### src/rtl/addsub_pkg.sv
// addsub_pkg: shared FSM state type and sizing constants for the serial add/sub block
package addsub_pkg;
    typedef enum logic [1:0] {IDLE, RUN, DONE} state_t;
    localparam int N_NIB_DEF = 4;
    localparam int NIB_W     = 4;
endpackage

### src/rtl/nibble_addsub.sv
// nibble_addsub: 4-bit add/subtract slice; mode inverts b, caller supplies cin (mode on first nibble)
//   a, b : nibble operands    mode : 0 add, 1 subtract    cin : carry in
//   s    : nibble sum         cout : nibble carry out
import addsub_pkg::*;
module nibble_addsub (
    input  logic [NIB_W-1:0] a,
    input  logic [NIB_W-1:0] b,
    input  logic             mode,
    input  logic             cin,
    output logic [NIB_W-1:0] s,
    output logic             cout
);
    assign {cout, s} = {1'b0, a} + {1'b0, b ^ {NIB_W{mode}}} + {{NIB_W{1'b0}}, cin};
endmodule

### src/rtl/serial_addsub16.sv
// serial_addsub16: nibble-serial W-bit adder/subtractor, one nibble per cycle, valid/ready handshakes
//   in_valid/in_ready, a, b, mode : operand handshake (sampled only in IDLE)
//   out_valid/out_ready           : result handshake, outputs held in DONE
//   result, cout, ovf, zero       : sum/difference, final carry, signed overflow, zero flag
import addsub_pkg::*;
module serial_addsub16 #(
    parameter int N_NIB = N_NIB_DEF
) (
    input  logic               clk,
    input  logic               rst_n,
    input  logic               in_valid,
    output logic               in_ready,
    input  logic [4*N_NIB-1:0] a,
    input  logic [4*N_NIB-1:0] b,
    input  logic               mode,
    output logic               out_valid,
    input  logic               out_ready,
    output logic [4*N_NIB-1:0] result,
    output logic               cout,
    output logic               ovf,
    output logic               zero
);
    localparam int W  = NIB_W * N_NIB;
    localparam int IW = (N_NIB > 1) ? $clog2(N_NIB) : 1;

    state_t          r_state, w_next;
    logic [W-1:0]    r_a, r_b, r_result, w_res_next;
    logic            r_mode, r_carry, r_cout, r_ovf, r_zero;
    logic [IW-1:0]   r_idx;
    logic [NIB_W-1:0] w_s;
    logic            w_c, w_last;

    nibble_addsub u_nib (
        .a    (r_a[r_idx*NIB_W +: NIB_W]),
        .b    (r_b[r_idx*NIB_W +: NIB_W]),
        .mode (r_mode),
        .cin  (r_carry),
        .s    (w_s),
        .cout (w_c)
    );

    assign w_last = (r_idx == IW'(N_NIB - 1));

    // Full result including the nibble being written this cycle, so flags can be
    // registered on the same edge as the last nibble.
    always_comb begin
        w_res_next = r_result;
        w_res_next[r_idx*NIB_W +: NIB_W] = w_s;
    end

    always_comb begin
        w_next = r_state;
        case (r_state)
            IDLE:    w_next = in_valid ? RUN : IDLE;
            RUN:     w_next = w_last ? DONE : RUN;
            DONE:    w_next = out_ready ? IDLE : DONE;
            default: w_next = IDLE;
        endcase
    end

    always_ff @(posedge clk or negedge rst_n) begin
        if (!rst_n) r_state <= IDLE;
        else        r_state <= w_next;
    end

    always_ff @(posedge clk or negedge rst_n) begin
        if (!rst_n) begin
            r_a      <= '0;
            r_b      <= '0;
            r_mode   <= 1'b0;
            r_carry  <= 1'b0;
            r_idx    <= '0;
            r_result <= '0;
            r_cout   <= 1'b0;
            r_ovf    <= 1'b0;
            r_zero   <= 1'b0;
        end else if (r_state == IDLE && in_valid) begin
            r_a     <= a;
            r_b     <= b;
            r_mode  <= mode;
            r_carry <= mode;
            r_idx   <= '0;
        end else if (r_state == RUN) begin
            r_result <= w_res_next;
            r_carry  <= w_c;
            r_idx    <= w_last ? '0 : r_idx + IW'(1);
            if (w_last) begin
                r_cout <= w_c;
                r_ovf  <= ~(r_a[W-1] ^ r_b[W-1] ^ r_mode) & (w_res_next[W-1] ^ r_a[W-1]);
                r_zero <= (w_res_next == '0);
            end
        end
    end

    assign in_ready  = (r_state == IDLE);
    assign out_valid = (r_state == DONE);
    assign result    = r_result;
    assign cout      = r_cout;
    assign ovf       = r_ovf;
    assign zero      = r_zero;
endmodule

### config.mk
export PLATFORM = sky130hd
export DESIGN_NAME = serial_addsub16
export DESIGN_NICKNAME = d
export VERILOG_FILES = /design/src/rtl/addsub_pkg.sv /design/src/rtl/nibble_addsub.sv /design/src/rtl/serial_addsub16.sv
export SDC_FILE = /design/constraint.sdc
export NUM_CORES = 1
export LEC_CHECK = 0
export BUFFER_PORTS_ARGS = -buffer_cell sky130_fd_sc_hd__clkbuf_2
export CAP_MARGIN = 5
export CORE_UTILIZATION = 52
export CTS_BUF_LIST = sky130_fd_sc_hd__clkbuf_4
export DETAILED_ROUTE_END_ITERATION = 6
export PLACE_DENSITY = 0.79
export SYNTH_ARGS = -nofsm -noshare
export SYNTH_HDL_FRONTEND = slang
export SYNTH_SLANG_ARGS = --single-unit
### constraint.sdc
create_clock -name clk -period 2.7 [get_ports clk]
set_input_delay 0.27 -clock clk [delete_from_list [all_inputs] [get_ports clk]]
set_output_delay 0.27 -clock clk [all_outputs]
set_load 0.02 [all_outputs]
### Yosys cells after proc, flatten, opt, wreduce, memory -nomap -nowiden

Index checks and enable logic that the tools add are counted.

| operators by class | value |
|---|---|
| add/sub/neg operators | 4 |
| equal/unequal tests | 3 |
| shifts and indexed selects | 4 |
| mux-type cells | 10 |
| bitwise operators | 7 |
| reductions and logical operators | 6 |

Operators by type and width:

| kind | number |
|---|---|
| negation 4 -> 34 bit | 1 |
| variable shift 4 x 34 -> 16 bit (first input constant) | 1 |
| variable part select 4 x 34 -> 16 bit | 1 |
| variable part select 16 x 5 -> 4 bit | 2 |
| bitwise mux 16 bit | 1 |
| zero test 16 bit | 1 |
| two-way mux 2 bit | 5 |
| case mux 2 bit (3 select lines) | 1 |
| adder 4 x 4 -> 5 bit | 1 |
| adder 5 x 1 -> 5 bit | 1 |
| == test 2 bit (second input constant) | 2 |
| bitwise XOR 4 bit | 1 |
| two-way mux 1 bit | 3 |
| AND reduction 3 bit | 1 |
| bitwise XOR 1 bit | 3 |
| adder 2 x 1 -> 2 bit (second input constant) | 1 |
| == test 2 x 1 -> 1 bit (second input constant) | 1 |
| zero test 2 bit | 1 |
| inverter 1 bit | 2 |
| AND reduction 2 bit | 1 |
| nonzero test 2 bit | 1 |
| bitwise AND 1 bit | 1 |
| logical AND 1 bit | 1 |

| storage, ports and cells | value |
|---|---|
| bits in registers | 57 |
| bits of input ports | 37 |
| output and inout port bits | 21 |
| logic and storage cells | 44 |

### Longest topological paths before layout

| logic depth | value |
|---|---|
| word-level depth | 8 |
| depth in mapped cells | 11 |
| gate-level depth less buffers | 9 |

### By module

A second synthesis with hierarchy kept.

| second synthesis, totals | value |
|---|---|
| cell total of the unflattened synthesis | 219 |
| area, all modules | 2871.5 µm² |

By module, submodules not included:

| module | times used | cells each | area an instance (µm²) | seq. area each (µm²) |
|---|---|---|---|---|
| serial_addsub16 | 1 | 200 | 2696.3 | 1426.4 |
| nibble_addsub | 1 | 19 | 175.2 | 0.0 |

### Worst setup path after synthesis

No wires, ideal clock.

| timing path | value |
|---|---|
| path type | reg2reg |
| start | register r_idx[0] |
| end | register r_zero (netlist: zero) |
| setup time | 0.104 ns |
| arrival time | 2.849 ns |
| data required time | 2.596 ns |
| setup slack | -0.253 ns |
| cell stages (with the launch flop) | 10 |
| buffers on the path | 1 |
| period minus slack after synthesis | 2.953 ns |
| cells stage by stage | dfrtp_1 buf_4 mux4_2 xnor2_1 fa_1 fa_1 nor2_1 a41oi_1 o2111ai_1 o41ai_2 |

| on the way | value |
|---|---|
| longest elaborated chain between the ends | 7 |
| elaborated cells between the ends (all ways) | 12 |
| classes of those cells | add/sub: 3; eq/ne: 1; shift: 4; mux: 1; bitwise: 1; reduce/logical: 2 |

RTL lines:

| what | RTL line | source |
|---|---|---|
| start, declared | serial_addsub16.sv:29 | `logic [IW-1:0] r_idx;` |
| start signal, assigned | serial_addsub16.sv:86 | `r_idx <= w_last ? '0 : r_idx + IW'(1);` |
| variable part select 16 x 5 -> 4 bit | serial_addsub16.sv:35 | `.b (r_b[r_idx*NIB_W +: NIB_W]),` |
| bitwise XOR 4 bit | nibble_addsub.sv:13 | `assign {cout, s} = {1'b0, a} + {1'b0, b ^ {NIB_W{mode}}} + {{NIB_W{1'b0}}, cin};` |
| adder 4 x 4 -> 5 bit | nibble_addsub.sv:13 |  |
| adder 5 x 1 -> 5 bit | nibble_addsub.sv:13 |  |
| variable part select 4 x 34 -> 16 bit | serial_addsub16.sv:48 | `w_res_next[r_idx*NIB_W +: NIB_W] = w_s;` |
| bitwise mux 16 bit | serial_addsub16.sv:48 |  |
| zero test 16 bit | serial_addsub16.sv:90 | `r_zero <= (w_res_next == '0);` |
| end signal, assigned | serial_addsub16.sv:90 |  |
| end, declared | serial_addsub16.sv:28 | `logic r_mode, r_carry, r_cout, r_ovf, r_zero;` |

Parallel ways exist; a longest one is shown, timed or not.
A chain may end at the register's enable or synchronous reset.

### Final worst setup path

Same ends and word-level chain as after synthesis.

==> out/summary.md <==
• final count of negative-setup-slack endpoints: 4
• overflow left after global routing: 0
• total nets after synthesis: 288
• final hold viol count: 0
• asr flop ratio synth: 1.00
• die width: 77.4 um
• total count of max-transition violations in the final report: 0
• leading cell types in the layout, fill and taps excluded: sky130_fd_sc_hd__dfrtp_1, sky130_fd_sc_hd__clkbuf_2, sky130_fd_sc_hd__mux2_1
• violations in the final reports: setup timing
• count of warnings emitted by yosys: 0
• required time of the critical path: 3010 ps
• placed standard-cell area: 0.00333 mm^2
• Global Route met3 Usage: 0.0694
• maximum number of pins on one net before global-route repair: 38
• Core Box Area: 0.00551 mm^2
• filler instances: 452
• first drt pass iteration count: 4
• count of antenna-violating nets left after detailed routing: 0
• total instance count after detailed placement: 368
• maximum clock rate: 359 MHz
• final weighted congestion in routability-driven placement: 0.832
• slowest stage cell, crit path: sky130_fd_sc_hd__mux4_2
• final antenna diode count: 0
• final wirelength: 6070 um
• Clk Latency, worst-skew pair: 400 ps
• Clock transition at path regs: 100 ps
• vias per cell: 5.55
• layer with the highest usage: met2
• finished layout cell area: 0.00355 mm^2
• Fin Hold WS: 54.0 ps
• worst hold path startpoint: out_ready
• Place WS: -127 ps
• sequential fraction of the synthesis area: 0.483
• Tightest Pin Transition: 721 ps
• Worst Skew: 14.3 ps
• Initial Util: 0.536
• number of global-route vias before repair: 2072
• period utilisation layout: 1.03
• launching instance or port of the critical path: r_idx[0]$_DFFE_PN0P_
• LEAKAGE: 1.70 nW
• met2 track demand over resource: 0.353
• number of nets at the end of the flow: 360
• Syn Inst Count: 240
• TritonCTS buffer count: 9
• flop and latch count out of synthesis: 57
• final standard cell count with taps included and fillers excluded: 389
• number of max-cap violations: 0
• critical-path maximum fanout: 3
• total standard cell area after synthesis: 0.00295 mm^2
• die height: 77.4 um
• number of enable flip-flop cells after synthesis: 0
• dominant synthesized flop cell: sky130_fd_sc_hd__dfrtp_1
• detailed router's first-iteration violation count: 118
• wire length of the first global-routing pass: 9960 um
• layout cell share with drive strength beyond 1: 0.385
• average size of a mapped cell: 12.3 um^2
• met1 Usage GRT: 0.284
• total die area: 0.00599 mm^2
• Via Count: 2158
• Total Routing Usage GR: 0.220
• number of distinct library cell variants in the gate-level netlist after synthesis: 51
• post-detail-place hpwl: 4490 um
• I/O pins: 58
• total DRC errors in the routed layout: 0
• RSZ-0062 raised after global routing: yes
• ordered cell list for the critical path: mux4_2 -> xnor2_2 -> fa_2 -> fa_1 -> nor2_2 -> a31oi_1 -> nand4_1 -> o41ai_2
• std cell rows: 27
• CTS tree: done
• type of origin of the critical path: flip-flop
• Longest Clk Path Bufs: 2
• run status: complete, but fails checks
• power per cell area: 1520 mW/mm^2
• Critical Path Max Stage Delay: 550 ps
• area growth from synthesis to layout: 20.1%
• Worst setup EP type: flip-flop
• remaining max-slew budget at the tightest pin: 0.519
• buffers added on ports: 57
• root cell of the clock tree: sky130_fd_sc_hd__clkbuf_4
• arrival time of data at the critical path endpoint: 3100 ps
• Tot Pwr: 5.38 mW
• category of the critical setup timing path: reg -> reg
• sinks on the clock net: 57
• Hold Path Class: in -> reg
• antenna violations before repair: 0
• final critical delay including setup and external delays: 2790 ps
• final worst slack: -87.5 ps
• Max rail drop VDD: 0.900 mV
• H-tree levels: 3
• critical register-to-register path startpoint: r_idx[0]$_DFFE_PN0P_
• average detailed-routed wire length per instance: 15.6 um
[synth_stat cells (2+ instances only)]
library cell,number,share of area
sky130_fd_sc_hd__o21ai_0,12,0.020
sky130_fd_sc_hd__nand2_1,19,0.024
sky130_fd_sc_hd__mux2_2,12,0.046
sky130_fd_sc_hd__a21oi_1,4,0.0068
sky130_fd_sc_hd__mux2_1,21,0.080
sky130_fd_sc_hd__a41oi_1,2,0.0059
sky130_fd_sc_hd__a22o_1,6,0.018
sky130_fd_sc_hd__nand2b_1,3,0.0064
sky130_fd_sc_hd__o31ai_1,2,0.0051
sky130_fd_sc_hd__nor2b_1,8,0.017
sky130_fd_sc_hd__nor3_1,2,0.0034
sky130_fd_sc_hd__fa_1,2,0.014
sky130_fd_sc_hd__nand3_1,3,0.0051
sky130_fd_sc_hd__a21o_2,2,0.0059
sky130_fd_sc_hd__buf_6,3,0.011
sky130_fd_sc_hd__buf_4,5,0.013
sky130_fd_sc_hd__xor2_1,5,0.015
sky130_fd_sc_hd__dfrtp_1,57,0.48
sky130_fd_sc_hd__nor3_2,2,0.0068
sky130_fd_sc_hd__inv_1,9,0.011
sky130_fd_sc_hd__mux4_2,8,0.061
sky130_fd_sc_hd__buf_2,2,0.0034
sky130_fd_sc_hd__ha_1,9,0.038
sky130_fd_sc_hd__a31oi_1,4,0.0085
sky130_fd_sc_hd__clkbuf_1,2,0.0025
sky130_fd_sc_hd__nor2_1,11,0.014
[critical path, delay by kind of cell, from the launching register on]
kind	cells	cell delay [ps]
xor+xnor	1	160
compound gates	2	520
mux	1	550
fa+ha+maj	2	880
flops	1	410
simple gates	2	190
[worst paths after layout]
kind / endpoint / slack [ps] / depth (start not counted)
max reg2reg: zero$_DFFE_PN0P_ / -90 / 8
min in group asynchronous: zero$_DFFE_PN0P_ / 440 / 2
max: zero$_DFFE_PN0P_ / -90 / 8
min: r_state[1]$_DFF_PN0_ / 50 / 2
max in group asynchronous: r_a[5]$_DFFE_PN0P_ / 1510 / 3
min reg2reg: r_b[10]$_DFFE_PN0P_ / 490 / 1
[cell type report]
cell class              count  area [um^2]  area share
repair buffers             73          424       0.120
inverters                   9         33.8     0.00952
multi-input cells         162         1450       0.407
clock inverters             5         46.3      0.0130
flip-flops and latches     57         1430       0.402
well taps                  72         90.1      0.0254
clock buffers              11         82.6      0.0233
[per-stage QoR]
step,utilization,setup TNS (ps)
6_report,0.644,-128
5_1_grt,0.644,-769
4_1_cts,0.632,-244
3_5_place_dp,0.605,-191
3_3_place_gp,0.605,-10.7
2_1_floorplan,-,-184
[routing by layer]
metal,up-vias,routed length (um)
li1,1007,-
met1,1078,2630
met2,63,3050
met3,10,307
met4,0,86
met5,-,0
[flip-flops by register name, summed over array words and instances, names as in the netlist]
| name | count |
|---|---|
| r_state | 2 |
| cout | 1 |
| zero | 1 |
| r_carry | 1 |
| r_a | 16 |
| r_mode | 1 |
| ovf | 1 |
| r_b | 16 |
| r_idx | 2 |
| result | 16 |
[timing repair]
item / CTS / global route
gates resized for setup: 1 / 5
endpoints found under the hold margin: 28 / 0
setup endpoints to repair: 5 / 12
pin swaps: 2 / 9
buffers inserted: 0 / 4
hold buffers: 1 / 0
[power by group]
| part | switching (mW) | internal [mW] |
|---|---|---|
| Sequential | 0.247 | 1.23 |
| Combinational | 1.73 | 1.58 |
| Clock | 0.306 | 0.293 |
[kinds of logic (layout without fill, tap and decap cells)]
family,after synthesis,after routing,synth area share
and+or+nand+nor,60,60,0.112
DFF,57,57,0.483
AOI/OAI and AO/OA,43,43,0.104
muxes,42,42,0.190
buffers and inverters,21,98,0.0415
adders and majority gates,11,11,0.0517
xor gates and xnor gates,6,6,0.0178
Note: power is estimated with default switching activity, not from simulation.
